--- config.mk ---
export PLATFORM = sky130hd
export DESIGN_NAME = controle_multiciclo
export DESIGN_NICKNAME = d
export VERILOG_FILES = /design/src/rtl/controle_multiciclo.sv
export SDC_FILE = /design/constraint.sdc
export NUM_CORES = 1
export LEC_CHECK = 0
export ABC_AREA = 1
export CORE_ASPECT_RATIO = 1.2
export CORE_MARGIN = 3
export CORE_UTILIZATION = 56
export CTS_CLUSTER_DIAMETER = 50
export DETAILED_ROUTE_END_ITERATION = 8
export HOLD_SLACK_MARGIN = 0.06
export PLACE_DENSITY = 0.86
export SLEW_MARGIN = 40
export SYNTH_ARGS = -nofsm -noshare
export SYNTH_HDL_FRONTEND = slang
export SYNTH_SLANG_ARGS = --single-unit
--- constraint.sdc ---
create_clock -name clk -period 3.2 [get_ports clk]
set_clock_uncertainty 0.2 [all_clocks]
set_input_delay 0.48 -clock clk [delete_from_list [all_inputs] [get_ports clk]]
set_output_delay 0.48 -clock clk [all_outputs]
set_load 0.01 [all_outputs]
--- src/rtl/controle_multiciclo.sv ---
// Purpose : multicycle MIPS-subset control FSM (R-type, lw, sw, beq, j, addi) driving datapath muxes, strobes and ULA op.
// Latency : lw 5, sw/R/addi 4, beq/j 3 cycles incl. FETCH; all outputs registered, Moore on the state register.
// Backpressure: none; the FSM advances every cycle, memory is assumed single-cycle.
//
// Ports:
//   clk, rst_n        clock (rising edge), async active-low reset
//   opcode, funct     IR[31:26] / IR[5:0], sampled only on the DECODE edge
//   ula_op            0010 add, 0110 sub, 0000 and, 0001 or, 0111 slt, 1111 none
//   ula_src_a/_b      ULA operand selects (A: PC/regA; B: regB/4/imm/imm<<2)
//   pc_write(_cond), pc_source   PC load controls
//   i_or_d, mem_read, mem_write, ir_write   memory address select and strobes
//   reg_dst, mem_to_reg, reg_write          register-file write controls
//   state             current state encoding (debug)
//   illegal           one-cycle pulse after an unsupported opcode/funct
//   instr_count       completed-instruction counter (wraps)
module controle_multiciclo (
    input  logic        clk,
    input  logic        rst_n,
    input  logic [5:0]  opcode,
    input  logic [5:0]  funct,
    output logic [3:0]  ula_op,
    output logic        ula_src_a,
    output logic [1:0]  ula_src_b,
    output logic        pc_write,
    output logic        pc_write_cond,
    output logic [1:0]  pc_source,
    output logic        i_or_d,
    output logic        mem_read,
    output logic        mem_write,
    output logic        ir_write,
    output logic        reg_dst,
    output logic        mem_to_reg,
    output logic        reg_write,
    output logic [3:0]  state,
    output logic        illegal,
    output logic [31:0] instr_count
);

    typedef enum logic [3:0] {
        IDLE      = 4'd0,
        FETCH     = 4'd1,
        DECODE    = 4'd2,
        MEM_ADDR  = 4'd3,
        MEM_READ  = 4'd4,
        MEM_WB    = 4'd5,
        MEM_WRITE = 4'd6,
        EXECUTE   = 4'd7,
        R_WB      = 4'd8,
        BRANCH    = 4'd9,
        JUMP      = 4'd10,
        ADDI_EX   = 4'd11,
        ADDI_WB   = 4'd12
    } state_t;

    typedef struct packed {
        logic [3:0] ula_op;
        logic       ula_src_a;
        logic [1:0] ula_src_b;
        logic       pc_write;
        logic       pc_write_cond;
        logic [1:0] pc_source;
        logic       i_or_d;
        logic       mem_read;
        logic       mem_write;
        logic       ir_write;
        logic       reg_dst;
        logic       mem_to_reg;
        logic       reg_write;
    } ctrl_t;

    localparam logic [5:0] OP_RTYPE = 6'b000000;
    localparam logic [5:0] OP_LW    = 6'b100011;
    localparam logic [5:0] OP_SW    = 6'b101011;
    localparam logic [5:0] OP_BEQ   = 6'b000100;
    localparam logic [5:0] OP_J     = 6'b000010;
    localparam logic [5:0] OP_ADDI  = 6'b001000;

    localparam logic [3:0] ULA_ADD  = 4'b0010;
    localparam logic [3:0] ULA_SUB  = 4'b0110;
    localparam logic [3:0] ULA_AND  = 4'b0000;
    localparam logic [3:0] ULA_OR   = 4'b0001;
    localparam logic [3:0] ULA_SLT  = 4'b0111;
    localparam logic [3:0] ULA_NONE = 4'b1111;

    // R-type funct to ULA op; ULA_NONE doubles as the "unsupported funct" marker.
    function automatic logic [3:0] r_ula(input logic [5:0] f);
        case (f)
            6'b100000: r_ula = ULA_ADD;
            6'b100010: r_ula = ULA_SUB;
            6'b100100: r_ula = ULA_AND;
            6'b100101: r_ula = ULA_OR;
            6'b101010: r_ula = ULA_SLT;
            default:   r_ula = ULA_NONE;
        endcase
    endfunction

    // Moore output table for a state; f is the funct latched for that state.
    function automatic ctrl_t ctrl_for(input state_t s, input logic [5:0] f);
        ctrl_t c;
        c        = '0;
        c.ula_op = ULA_NONE;
        case (s)
            FETCH: begin
                c.mem_read  = 1'b1;
                c.ir_write  = 1'b1;
                c.ula_src_b = 2'b01;
                c.ula_op    = ULA_ADD;
                c.pc_write  = 1'b1;
            end
            DECODE: begin
                c.ula_src_b = 2'b11;
                c.ula_op    = ULA_ADD;
            end
            MEM_ADDR, ADDI_EX: begin
                c.ula_src_a = 1'b1;
                c.ula_src_b = 2'b10;
                c.ula_op    = ULA_ADD;
            end
            MEM_READ: begin
                c.mem_read = 1'b1;
                c.i_or_d   = 1'b1;
            end
            MEM_WB: begin
                c.reg_write  = 1'b1;
                c.mem_to_reg = 1'b1;
            end
            MEM_WRITE: begin
                c.mem_write = 1'b1;
                c.i_or_d    = 1'b1;
            end
            EXECUTE: begin
                c.ula_src_a = 1'b1;
                c.ula_op    = r_ula(f);
            end
            R_WB: begin
                c.reg_dst   = 1'b1;
                c.reg_write = 1'b1;
            end
            BRANCH: begin
                c.ula_src_a     = 1'b1;
                c.ula_op        = ULA_SUB;
                c.pc_write_cond = 1'b1;
                c.pc_source     = 2'b01;
            end
            JUMP: begin
                c.pc_write  = 1'b1;
                c.pc_source = 2'b10;
            end
            ADDI_WB: c.reg_write = 1'b1;
            default: ;
        endcase
        return c;
    endfunction

    state_t     st_q, st_nxt;
    logic [5:0] opcode_q, funct_q, funct_nxt;
    ctrl_t      ctrl_q;
    logic       ill_nxt;
    logic       done;

    // funct_nxt is the funct the next state will see, so EXECUTE's ula_op can
    // be registered on the same edge that latches funct.
    always_comb begin
        st_nxt    = st_q;
        ill_nxt   = 1'b0;
        funct_nxt = (st_q == DECODE) ? funct : funct_q;
        case (st_q)
            IDLE:   st_nxt = FETCH;
            FETCH:  st_nxt = DECODE;
            DECODE: begin
                case (opcode)
                    OP_RTYPE:      st_nxt = EXECUTE;
                    OP_LW, OP_SW:  st_nxt = MEM_ADDR;
                    OP_BEQ:        st_nxt = BRANCH;
                    OP_J:          st_nxt = JUMP;
                    OP_ADDI:       st_nxt = ADDI_EX;
                    default: begin
                        st_nxt  = FETCH;
                        ill_nxt = 1'b1;
                    end
                endcase
            end
            MEM_ADDR: st_nxt = (opcode_q == OP_LW) ? MEM_READ : MEM_WRITE;
            MEM_READ: st_nxt = MEM_WB;
            EXECUTE: begin
                if (r_ula(funct_q) != ULA_NONE) begin
                    st_nxt = R_WB;
                end else begin
                    st_nxt  = FETCH;
                    ill_nxt = 1'b1;
                end
            end
            ADDI_EX: st_nxt = ADDI_WB;
            default: st_nxt = FETCH;
        endcase
    end

    // Final state of every legal instruction; illegal exits never pass here.
    assign done = (st_q == MEM_WB) || (st_q == MEM_WRITE) || (st_q == R_WB) ||
                  (st_q == BRANCH) || (st_q == JUMP) || (st_q == ADDI_WB);

    always_ff @(posedge clk or negedge rst_n) begin
        if (!rst_n) begin
            st_q        <= IDLE;
            opcode_q    <= '0;
            funct_q     <= '0;
            ctrl_q      <= ctrl_for(IDLE, 6'd0);
            illegal     <= 1'b0;
            instr_count <= '0;
        end else begin
            st_q    <= st_nxt;
            funct_q <= funct_nxt;
            if (st_q == DECODE) begin
                opcode_q <= opcode;
            end
            ctrl_q  <= ctrl_for(st_nxt, funct_nxt);
            illegal <= ill_nxt;
            if (done) begin
                instr_count <= instr_count + 32'd1;
            end
        end
    end

    assign state         = st_q;
    assign ula_op        = ctrl_q.ula_op;
    assign ula_src_a     = ctrl_q.ula_src_a;
    assign ula_src_b     = ctrl_q.ula_src_b;
    assign pc_write      = ctrl_q.pc_write;
    assign pc_write_cond = ctrl_q.pc_write_cond;
    assign pc_source     = ctrl_q.pc_source;
    assign i_or_d        = ctrl_q.i_or_d;
    assign mem_read      = ctrl_q.mem_read;
    assign mem_write     = ctrl_q.mem_write;
    assign ir_write      = ctrl_q.ir_write;
    assign reg_dst       = ctrl_q.reg_dst;
    assign mem_to_reg    = ctrl_q.mem_to_reg;
    assign reg_write     = ctrl_q.reg_write;

endmodule
==> flow_summary.ini <==
[outcome]
outcome = complete, no violations

[global_routing]
grt_pass1_vias = 3364
grt_max_degree = 44
grt_overflow = 0
grt_pass1_wl_um = 15300
grt.total_usage_pct = 26.76
antenna_found_initial = 0

[place]
placed_area_um2 = 4252
post-place-ws_ns = 0.7690
dp_hpwl_um = 6655
gp_congestion = 0.9463
place_inst = 597
portBuffers = 68

[worst_setup_path]
cpMaxStageDelayCell = dfrtp_1
cp_slowest_stage_delay_ns = 0.45
required_ns = 3.27
worst_r2r_path_depth = 10
cp_common_cell = nand2_1
worstPathMaxFanout = 23
startpoint = state[2]
cp.buffers_inverters = 0
rrSetupSlack_ns = 0.94
crit_path_start_kind = flop
endpoint = ula_op[2]
r2r_start = state[2]
critPathArrivalTime_ns = 2.33
worstReg2RegEnd = ula_op[2]
cp_cell_sequence = nor2_1 -> nand2_2 -> o21ai_1 -> nand2_1 -> nor2_1 -> nand2_1 -> nand2_1 -> nand2_1 -> nand2_1 -> nand3_1
cp.depth = 10
path_class = flop to flop
cp-end-kind = flop
crit_family = simple AND/OR/NAND/NOR gates

[floorplanning]
start_util_pct = 59.68
dieWidth_um = 78.12
core-area_um2 = 5856
die_h_um = 92.54
die-area_um2 = 7228
io_pins = 69
fp-row-count = 30

[detailed_routing]
wl_per_cell_um = 14.42
viasPerCell = 5.292
drt_iter0_drc = 193
num_vias = 3249
drt-total-wl_um = 8852
drtPass1Iterations = 5
antenna_left = 0
drcViolationCount = 0

[logic_synthesis]
syn_nets = 468
seq_area_frac_synth_pct = 47.40
yosysWarnings = 0
syn_avg_cell_area_um2 = 7.714
yosys.area.top_type = dfrtp_1
ys_types = 31
netlist_instances = 453
synth_area_leaders = dfrtp_1 (44%), nand2_1 (15%), inv_1 (6.6%)
synth_seq_cells = 66
netlist_area_um2 = 3495
synth_top_area_share_pct = 44.40

[pwr]
internal_power_w = 0.002045
p_leak_nw = 2.156
power.share.sequential_pct = 36.7
power_density_nw_per_um2 = 724.9
comb_power_share_pct = 36.4
switching_share_pct = 37.48
clkPwrFrac_pct = 26.9
p_sw_w = 0.001226
vdd_ir_drop_max_mv = 0.5631

[sta]
setup_tns_ns = 0
period_share_pct = 70.74
slew_viol_final = 0
relSlewSlack_pct = 64.81
finalCriticalPeriod_ns = 2.264
rsz0062_at_grt = false
worst_slack_ns = 0.9362
hold_viol = 0
clock.fmax_mhz = 441.7
max_slew.worst_pin.slew_ns = 0.5279
setup_violations = 0

[clock_network]
htreeDepth = 3
cts_buffers = 9
cts_root_buf = clkbuf_8
cts.sinks = 66
cts_buffer_depth = 2
clkSlewWorstSetupHoldPaths_ns = 0.07
clk_latency_ns = 0.35
post-cts-setup-buffer-count = 0
cts.repair.resized = 0
cts_tree = done

[final_layout]
antenna_cells = 0
stdcell_count = 614
fin_area_um2 = 4512
reg.largest.list = instr_count x32, funct_q x6, opcode_q x6
multi_input_area_um2 = 1564
nFillCells = 441
largest_register_ffs = 32
seq_area_um2 = 1657
mostFrequentLayoutCells = nand2_1 (140), clkdlybuf4s50_1 (67), dfrtp_1 (62), inv_1 (61), nor2_1 (54)
regMostFlops = instr_count
nets = 544
layout_commonest_cell = nand2_1
drive_gt1_share_pct = 8.801
area_growth_pct = 29.11

[min_path]
min_path_type = flop to flop

[flow_run]
max_cap_violations = 0
[worst min path at each step]
| stage | startpoint | to | slack (ns) | cells after the start |
|---|---|---|---|---|
| 2_1_floorplan | rst_n | funct_q[0] | -0.02 | 0 |
| 3_3_place_gp | opcode_q[5] | opcode_q[5] | 0.26 | 2 |
| 3_5_place_dp | opcode_q[0] | opcode_q[0] | 0.27 | 2 |
| 4_1_cts | opcode_q[0] | opcode_q[0] | 0.29 | 2 |
| 5_1_grt | opcode_q[2] | opcode_q[2] | 0.33 | 2 |
| 6_report | opcode_q[0] | opcode_q[0] | 0.29 | 2 |
[synth_stat cells, drive strengths merged]
master,count
clkbuf,2
ha,1
nand3b,1
nand2,144
xor2,23
a21oi,1
o31ai,2
nand3,28
dfstp,4
xnor2,5
nor4,2
dfrtp,62
buf,5
a22oi,1
nor3,16
o21ai,16
nor2,64
a31oi,2
nand4,12
inv,62
[what timing repair did]
action,in CTS,in global routing
setup endpoints to repair,0,0
endpoints found under the hold margin,62,0
hold buffers,1,0
[power by group through the flow]
| stage | sequential (W) | clock, W | combinational (W) |
|---|---|---|---|
| final | 0.00120 | 0.000880 | 0.00119 |
| after global routing | 0.00122 | 0.000929 | 0.00133 |
| after CTS | 0.00120 | 0.000887 | 0.00119 |
| after detailed placement | 0.00121 | 0 | 0.00116 |
| after global placement | 0.00120 | 0 | 0.00111 |
| after floorplan | 0.00124 | 0 | 0.000674 |
[layout make-up]
class                   instances  area share [%]
flip-flops and latches         66           36.72
multi-input cells             318           34.66
repair buffers                 72           15.70
inverters                      62           5.158
clock buffers                  10           3.050
clock inverters                 6           2.496
well taps                      80           2.219
[logic make-up after synthesis]
logic type	after synthesis	synth area share [%]
compound gates	22	3.544
buf+inv	69	7.841
flops	66	47.40
fa+ha+maj	1	0.3580
simple gates	267	33.83
xor+xnor	28	7.017
[tightest hold or removal path, stage by stage, from the launching register on]
cell and delay, ns:
dfrtp_1 0.35, nand2_1 0.05, o21ai_0 0.06
[routing by layer]
layer | share of wire [%] | track usage, % | up-vias
li1 | - | - | 1566
met1 | 37 | 29.72 | 1515
met2 | 52 | 47.21 | 130
met4 | 4.9 | 16.47 | 0
met3 | 5.9 | 4.669 | 38
met5 | 0 | 0 | -
[metrics by stage]
stage	util, %	power (W)	hold slack [ns]
3_3_place_gp	72.61	0.002316	0.2649
2_1_floorplan	-	0.001909	-0.01559
4_1_cts	77.05	0.003272	0.2924
6_report	77.05	0.003271	0.2905
5_1_grt	77.05	0.003478	0.3318
3_5_place_dp	72.61	0.002373	0.2738
Note: power is estimated with default switching activity, not from simulation.
